File: config.mk
export PLATFORM = sky130hd
export DESIGN_NAME = genius_round_ctrl
export DESIGN_NICKNAME = d
export VERILOG_FILES = /design/src/rtl/genius_pkg.sv /design/src/rtl/genius_lfsr.sv /design/src/rtl/genius_round_ctrl.sv
export SDC_FILE = /design/constraint.sdc
export NUM_CORES = 1
export LEC_CHECK = 0
export ABC_AREA = 1
export CAP_MARGIN = 10
export CORE_ASPECT_RATIO = 0.75
export CORE_MARGIN = 3
export CORE_UTILIZATION = 62
export CTS_BUF_LIST = sky130_fd_sc_hd__clkbuf_2
export DETAILED_ROUTE_END_ITERATION = 16
export DONT_BUFFER_PORTS = 1
export MAX_ROUTING_LAYER = met4
export PLACE_DENSITY = 0.82
export SETUP_SLACK_MARGIN = 0.3
export SYNTH_ARGS = -nofsm -noshare
export SYNTH_HDL_FRONTEND = slang
export SYNTH_SLANG_ARGS = --single-unit
File: constraint.sdc
create_clock -name CLK -period 3.3 [get_ports CLK]
set_clock_uncertainty 0.1 [all_clocks]
set_input_delay 0.33 -clock CLK [delete_from_list [all_inputs] [get_ports CLK]]
set_output_delay 0.33 -clock CLK [all_outputs]
set_load 0.02 [all_outputs]
File: src/rtl/genius_pkg.sv
// Shared types and constants for the genius memory game: round FSM states,
// LFSR seed/taps and the 2-bit color encoding with its one-hot lamp decode.
package genius_pkg;

  typedef enum logic [2:0] {
    ST_IDLE,
    ST_ADD,
    ST_SHOW_ON,
    ST_SHOW_OFF,
    ST_WAIT_IN,
    ST_WIN,
    ST_LOSE
  } state_t;

  localparam logic [15:0] LFSR_SEED = 16'hACE1;
  localparam logic [15:0] LFSR_TAPS = 16'hB400;

  typedef logic [1:0] color_t;

  function automatic logic [3:0] color_onehot(color_t c);
    return 4'b0001 << c;
  endfunction

endpackage

File: src/rtl/genius_lfsr.sv
// Free-running 16-bit Galois LFSR used as the color source; it advances every
// cycle regardless of game state so colors depend on player timing.
module genius_lfsr
  import genius_pkg::*;
(
  input  logic        CLK,
  input  logic        RST,
  output logic [15:0] Q
);

  always_ff @(posedge CLK) begin
    if (RST)
      Q <= LFSR_SEED;
    else if (Q[0])
      Q <= (Q >> 1) ^ LFSR_TAPS;
    else
      Q <= Q >> 1;
  end

endmodule

File: src/rtl/genius_round_ctrl.sv
// Round controller for the genius memory game: grows a random color sequence,
// plays it back on the lamps and checks the player's replay.
module genius_round_ctrl
  import genius_pkg::*;
#(
  parameter int MAX_LEN       = 16,
  parameter int SHOW_TICKS    = 25000000,
  parameter int GAP_TICKS     = 12500000,
  parameter int TIMEOUT_TICKS = 250000000
) (
  input  logic       CLK,
  input  logic       RST,
  input  logic       START,
  input  logic [3:0] BTN,
  output logic [3:0] LED,
  output logic [5:0] LEVEL,
  output logic       WIN,
  output logic       LOSE
);

  localparam logic [31:0] SHOW_LAST    = 32'(SHOW_TICKS - 1);
  localparam logic [31:0] GAP_LAST     = 32'(GAP_TICKS - 1);
  localparam logic [31:0] TIMEOUT_LAST = 32'(TIMEOUT_TICKS - 1);
  localparam logic [5:0]  LEN_WIN      = 6'(MAX_LEN);

  logic [15:0] lfsr_q;
  color_t      color;
  logic        unused_lfsr;

  genius_lfsr u_lfsr (
    .CLK (CLK),
    .RST (RST),
    .Q   (lfsr_q)
  );

  assign color       = lfsr_q[1:0];
  assign unused_lfsr = ^lfsr_q[15:2];

  state_t      state, state_d;
  logic [5:0]  level, level_d;
  logic [4:0]  index, index_d;
  logic [31:0] cnt, cnt_d;
  logic [3:0]  led_d;
  logic        mem_we;
  color_t      mem [32];

  logic [3:0]  pressed;
  logic        press, single_press, correct, last_press, more_show;
  logic [4:0]  next_index;

  assign pressed      = ~BTN;
  assign press        = |pressed;
  assign single_press = press && ((pressed & (pressed - 4'd1)) == 4'd0);
  assign correct      = single_press && (pressed == color_onehot(mem[index]));
  assign last_press   = ({1'b0, index} == (level - 6'd1));
  assign next_index   = index + 5'd1;
  assign more_show    = ({1'b0, next_index} < level);
  assign LEVEL        = level;

  always_ff @(posedge CLK) begin
    if (RST) begin
      state <= ST_IDLE;
      level <= '0;
      index <= '0;
      cnt   <= '0;
      LED   <= '0;
      WIN   <= 1'b0;
      LOSE  <= 1'b0;
    end else begin
      state <= state_d;
      level <= level_d;
      index <= index_d;
      cnt   <= cnt_d;
      LED   <= led_d;
      WIN   <= (state_d == ST_WIN);
      LOSE  <= (state_d == ST_LOSE);
    end
  end

  // Sequence memory is deliberately not reset; ADD rewrites each slot before use.
  always_ff @(posedge CLK) begin
    if (mem_we)
      mem[level[4:0]] <= color;
  end

  // LED is computed for the state being entered so the lamp flop switches on
  // the same edge as the state register.
  always_comb begin
    state_d = state;
    level_d = level;
    index_d = index;
    cnt_d   = cnt;
    led_d   = LED;
    mem_we  = 1'b0;

    case (state)
      ST_IDLE, ST_WIN, ST_LOSE: begin
        if (START) begin
          level_d = '0;
          state_d = ST_ADD;
          led_d   = 4'b0000;
        end
      end

      ST_ADD: begin
        mem_we  = 1'b1;
        level_d = level + 6'd1;
        index_d = '0;
        cnt_d   = '0;
        state_d = ST_SHOW_ON;
        // Slot 0 is still being written on the very first round.
        led_d   = color_onehot((level == 6'd0) ? color : mem[0]);
      end

      ST_SHOW_ON: begin
        if (cnt == SHOW_LAST) begin
          cnt_d   = '0;
          state_d = ST_SHOW_OFF;
          led_d   = 4'b0000;
        end else begin
          cnt_d = cnt + 32'd1;
        end
      end

      ST_SHOW_OFF: begin
        if (cnt == GAP_LAST) begin
          cnt_d = '0;
          if (more_show) begin
            index_d = next_index;
            state_d = ST_SHOW_ON;
            led_d   = color_onehot(mem[next_index]);
          end else begin
            index_d = '0;
            state_d = ST_WAIT_IN;
            led_d   = 4'b0000;
          end
        end else begin
          cnt_d = cnt + 32'd1;
        end
      end

      ST_WAIT_IN: begin
        led_d = 4'b0000;
        if (press) begin
          if (!correct) begin
            state_d = ST_LOSE;
          end else if (!last_press) begin
            index_d = next_index;
            cnt_d   = '0;
            led_d   = pressed;
          end else if (level == LEN_WIN) begin
            cnt_d   = '0;
            state_d = ST_WIN;
            led_d   = 4'b1111;
          end else begin
            cnt_d   = '0;
            state_d = ST_ADD;
          end
        end else if (cnt == TIMEOUT_LAST) begin
          state_d = ST_LOSE;
        end else begin
          cnt_d = cnt + 32'd1;
        end
      end

      default: begin
        state_d = ST_IDLE;
        led_d   = 4'b0000;
      end
    endcase
  end

endmodule

; Word-level counts from Yosys, hierarchy flattened
; Memory sizes are Yosys's and may differ from the RTL's. A register that Yosys moved wholly into a read port is not among the register bits.
; Index checks and enable logic that the tools add are counted.
[word_totals]
ff_bits = 68
mem_bits_rw = 64
input_bits = 7
mem_count = 1
[classes]
n_addsub = 5
order_cmp = 1
n_eq_ne = 22
shift = 3
muxes = 40
bitwise = 3
reduce_logical = 14
[mem_list]
columns = name, depth, word_bits, read_ports, rd_clocked_by_memory_dff, write_ports, line_no
row1 = mem, 32, 2, 3, 1, 1, genius_round_ctrl.sv:45  ; color_t mem [32];
[ops]
columns = cell, count
row1 = $mux 32, 5
row2 = $pmux 32 s4, 1
row3 = $mux 5, 7
row4 = $add 32x1->32 const B, 1
row5 = $eq 32x24->1 const B, 1
row6 = $eq 32x25->1 const B, 1
row7 = $eq 32x28->1 const B, 1
row8 = $mux 4, 8
row9 = $mux 3, 9
row10 = $pmux 4 s5, 1
row11 = $mux 16, 1
row12 = $eq 3x3->1 const B, 5
row13 = $pmux 3 s5, 1
row14 = $pmux 5 s3, 1
row15 = $ne 2x2->1 const B, 6
row16 = $pmux 6 s2, 1
row17 = $shl 1x2->4 const A, 3
row18 = $add 6x1->6 const B, 1
row19 = $eq 3x2->1 const B, 2
row20 = $eq 5x6->1, 1
row21 = $eq 6x5->1 const B, 1
row22 = $logic_not 6->1, 1
row23 = $lt 5x6->1, 1
row24 = $mux 6, 1
row25 = other kinds (22), 27

; Logic depth before layout (Yosys ltp)
[logic_depth]
depth_word = 11
depth_mapped = 22
ltp_nobuf = 19

; Modules after synthesis
; From an unflattened synthesis, not the netlist that was laid out.
[hier_totals]
hier_cells = 1153
area_unflattened_um2 = 7972.6
[modules_own_cells]
columns = module, n_inst, cells_per_inst, area_per_inst_um2
row1 = genius_round_ctrl, 1, 1102, 7498.4
row2 = genius_lfsr, 1, 51, 474.2

; Worst setup path before layout
; OpenSTA, ideal clock, no wires.
[synth_path]
path_kind = reg-to-reg
startpoint = register level[0] (netlist: LEVEL[0])
endpoint = register (tool-made name)
arrival_time_ns = 2.274
t_required_ns = 3.122
path_slack_ns = 0.849
path_stages_with_launch = 13
path_buffers = 0
period_less_slack_ns = 2.451
path_cell_list = dfxtp_1 inv_1 ha_1 xnor2_1 xor2_1 nand3_1 nor3b_2 inv_1 o21ai_0 inv_1 nand2_1 nand2_1 a21oi_1
[synth_lines]
columns = element, line_no
row1 = "start, declared", genius_round_ctrl.sv:40  ; logic [5:0] level, level_d;
row2 = "start signal, assigned", genius_round_ctrl.sv:71  ; level <= level_d;

; Worst setup path in the final report
[layout_path]
startpoint = register index[1]
endpoint = register index[1]
[layout_via]
elab_chain_len = 5
[layout_rtl]
columns = element, line_no
row1 = "start, declared", genius_round_ctrl.sv:41  ; logic [4:0] index, index_d;
row2 = "start signal, assigned", genius_round_ctrl.sv:72  ; index <= index_d;
row3 = $add 5x1->5, genius_round_ctrl.sv:56  ; assign next_index = index + 5'd1;
row4 = $lt 5x6->1 or $mux 5 (tied branches), "genius_round_ctrl.sv:57, genius_round_ctrl.sv:147"
row5 = "$mux 5, on equally long branches", "genius_round_ctrl.sv:128, genius_round_ctrl.sv:145"
row6 = "$mux 5, on equally long branches", "genius_round_ctrl.sv:126, genius_round_ctrl.sv:144"
row7 = $pmux 5 s3, genius_round_ctrl.sv:96  ; case (state)
; Several ways; a longest one is shown, not always the timed one. The select of a mux whose other input is x is not followed.
; A chain may end at the register's enable or synchronous reset.

==> flow_summary.ini <==
[floorplanning]
start_util_pct = 64.3
die_area_um2 = 14300
rows = 35
ioPinCount = 19
die_w_um = 137
die_h_um = 104
core_um2 = 12400

[setup_path]
reg2reg_slack_ps = 430
startpoint_type = flip-flop
worstSetupStartpoint = index[1]$_SDFFE_PP0N_
critPathSlowestCell = dfxtp_4
critical-path-max-stage-delay_ps = 420
r2r_start = index[1]$_SDFFE_PP0N_
reg2regPathDepth = 16
critical_path_required_ps = 3810
criticalPathCategory = flip-flop to flip-flop
arrival_ps = 3380
timing.rr.end = index[1]$_SDFFE_PP0N_
cpMostUsedCell = nand2_1
crit_fanout = 5
end_kind = flip-flop
path_buf_inv = 3
path_delay_family = simple AND/OR/NAND/NOR gates
cp_cell_sequence = ha_1 -> nand3_1 -> xor2_2 -> inv_2 -> ha_1 -> inv_1 -> nor2_1 -> and3_1 -> nand2_1 -> nand3_1 -> nor2_2 -> inv_1 -> nand2_1 -> nand2_1 -> nand3b_1 -> a21oi_1

[synthesis]
yosysWarnings = 0
synth.cell_area_um2 = 8000
synth_area_leaders = edfxtp_1 (24%), dfxtp_1 (18%), nand2_1 (13%)
avgSynthCellArea_um2 = 7.11
synth-main-ff-cell = dfxtp_1
synthTopCellsByCount = nand2_1 (275), nor2_1 (193), nand3_1 (132)
synth_seq_cells = 137
yosys.area.top_type = edfxtp_1
synth_cells = 1125
synth_top_area_share_pct = 24.0
synth_edf_count = 64
syn-num-nets = 1144
ys_seq_area_share_pct = 42.3
yosys.cell_count.top_type = nand2_1
ys_types = 47
async_reset_ff_share_pct = 0

[drt]
ant_nets = 0
drt-total-wl_mm = 21.1
vias_per_cell = 5.88
post_drt_wl_per_cell_um = 16.0
drc_errors = 0
drtIter0Drc = 974
num_vias = 7731
firstDrtPassIters = 6

[global_route]
grt_usage_pct = 31.0
grt_pass1_wl_mm = 34.1
grt_start_max_net_pins = 39
antenna_found_initial = 1
grt_pass1_vias = 6652
overflow = 0

[clocking]
clk_path_buf_depth = 2
cts_setup_buffers = 0
cts-buffers-inserted = 17
h-tree-depth = 4
cts_root_buf = clkbuf_2
cts_tree = built
cts.sinks = 137
clock_latency_ps = 730
clk_pin_slew_ps = 220

[sta]
setup_viol = 0
finalCritPeriodShare_pct = 86.9
slew_violations = 0
finalHoldViolCount = 0
fin_tns_setup_ps = 0
worstMarginPinSlew_ps = 1130
min_period_ps = 2870
rsz0062_at_grt = no
relSlewSlack_pct = 24.2
fmax_ghz = 0.349

[placed_design]
gp_congestion = 0.989
place_inst = 1274
hpwl_mm = 14.8
port_buffers = 0

[power_and_ir_drop]
p_leak_uw = 0.00352
p_int_uw = 2860
seq_power_share_pct = 46.3
ir_drop_mv = 0.359
sw_frac_of_total_pct = 42.3
power_density_nw_per_um2 = 578
power_frac_comb_pct = 33.0
clock_power_share_pct = 20.7
p_switching_uw = 2090

[worst_hold_path]
hold_depth = 7
min_delay_worst_endpoint = LED[3]$_SDFFE_PP0P_
hold_start = BTN[2]
hold_class = primary input to flip-flop

[finish]
area_growth_pct = 6.98
final_cells = 1314
nets = 1153
finish.utilization_pct = 68.8
drive_gt1_share_pct = 8.11

[run]
max_cap_violations = 0

[status]
status = completed
routing by layer:
metal | up-vias | wire [um] | global-route usage (%)
li1 | 3721 | - | -
met2 | 449 | 8440 | 39.7
met4 | 0 | 251 | 6.91
met5 | - | 0 | -
met1 | 3527 | 9640 | 47.8
met3 | 34 | 2750 | 9.09
cells in the final DEF, fill, tap and decap left out, drive strengths merged, types with 22 or more instances in the layout:
cell / instances
a21oi: 48
buf: 26
nand3: 133
nor2: 195
nor3: 22
edfxtp: 64
o21ai: 57
nand2: 278
inv: 120
dfxtp: 73
through the flow:
step	setup slack (ps)	hold WS, ps	power (uW)	instance area [um2]
after floorplan	849	288	3540	8000
after global placement	526	289	3870	8170
after detailed placement	486	297	3900	8170
after CTS	418	12.2	4910	8480
after global routing	258	26.6	5290	8550
final	431	44.6	4950	8550
worst max path at each step:
| stage | end | slack (ps) | cells after the start |
|---|---|---|---|
| after floorplan | flip-flop | 850 | 12 |
| after global placement | flip-flop | 530 | 16 |
| after detailed placement | flip-flop | 490 | 16 |
| after CTS | flip-flop | 420 | 17 |
| after global routing | index[1]$_SDFFE_PP0N_ | 260 | 16 |
| final | index[1]$_SDFFE_PP0N_ | 430 | 16 |
power groups by stage:
stage / clock, uW / combinational, uW / sequential [uW]
2_1_floorplan: 0 / 1300 / 2250
3_3_place_gp: 0 / 1550 / 2320
3_5_place_dp: 0 / 1580 / 2320
4_1_cts: 1030 / 1600 / 2280
5_1_grt: 1120 / 1840 / 2330
6_report: 1020 / 1630 / 2290
state kept, by name, indices dropped and copies added (netlist names), named ones only:
name	count
cnt	32
index	5
u_lfsr.Q	16
mem	64
LEVEL	6
state	3
WIN	1
LED	4
LOSE	1
logic make-up (layout without fill, tap and decap cells):
group / after synthesis / after routing / synth area share (%)
compound gates: 132 / 132 / 9.26
xor+xnor: 17 / 17 / 2.13
fa+ha+maj: 12 / 12 / 1.88
buf+inv: 157 / 179 / 8.37
flops: 137 / 137 / 42.3
other cells: 0 / 1 / 0
simple gates: 670 / 670 / 36.1
timing repair:
item                       4_1_cts  5_1_grt
setup endpoints to repair        0       21
resized for setup                0       21
hold endpoints to repair        72        0
hold buffers                     7        0
area by class of cell:
class | count | area, um2
diodes | 1 | 2.50
clock buffers | 17 | 85.1
clock inverters | 15 | 158
fillers | 1066 | 3880
inverters | 114 | 443
multi-input cells | 831 | 3980
flip-flops and latches | 137 | 3390
well taps | 166 | 208
repair buffers | 33 | 283
worst min-delay path, cell delays in order:
cell and delay [ps]:
nand3_1 50, nand2_1 100, nor2_4 50, nand2_2 110, o21ai_1 70, nand2_1 60, a21oi_1 60
No activity file was read; power rests on OpenSTA's default activity.
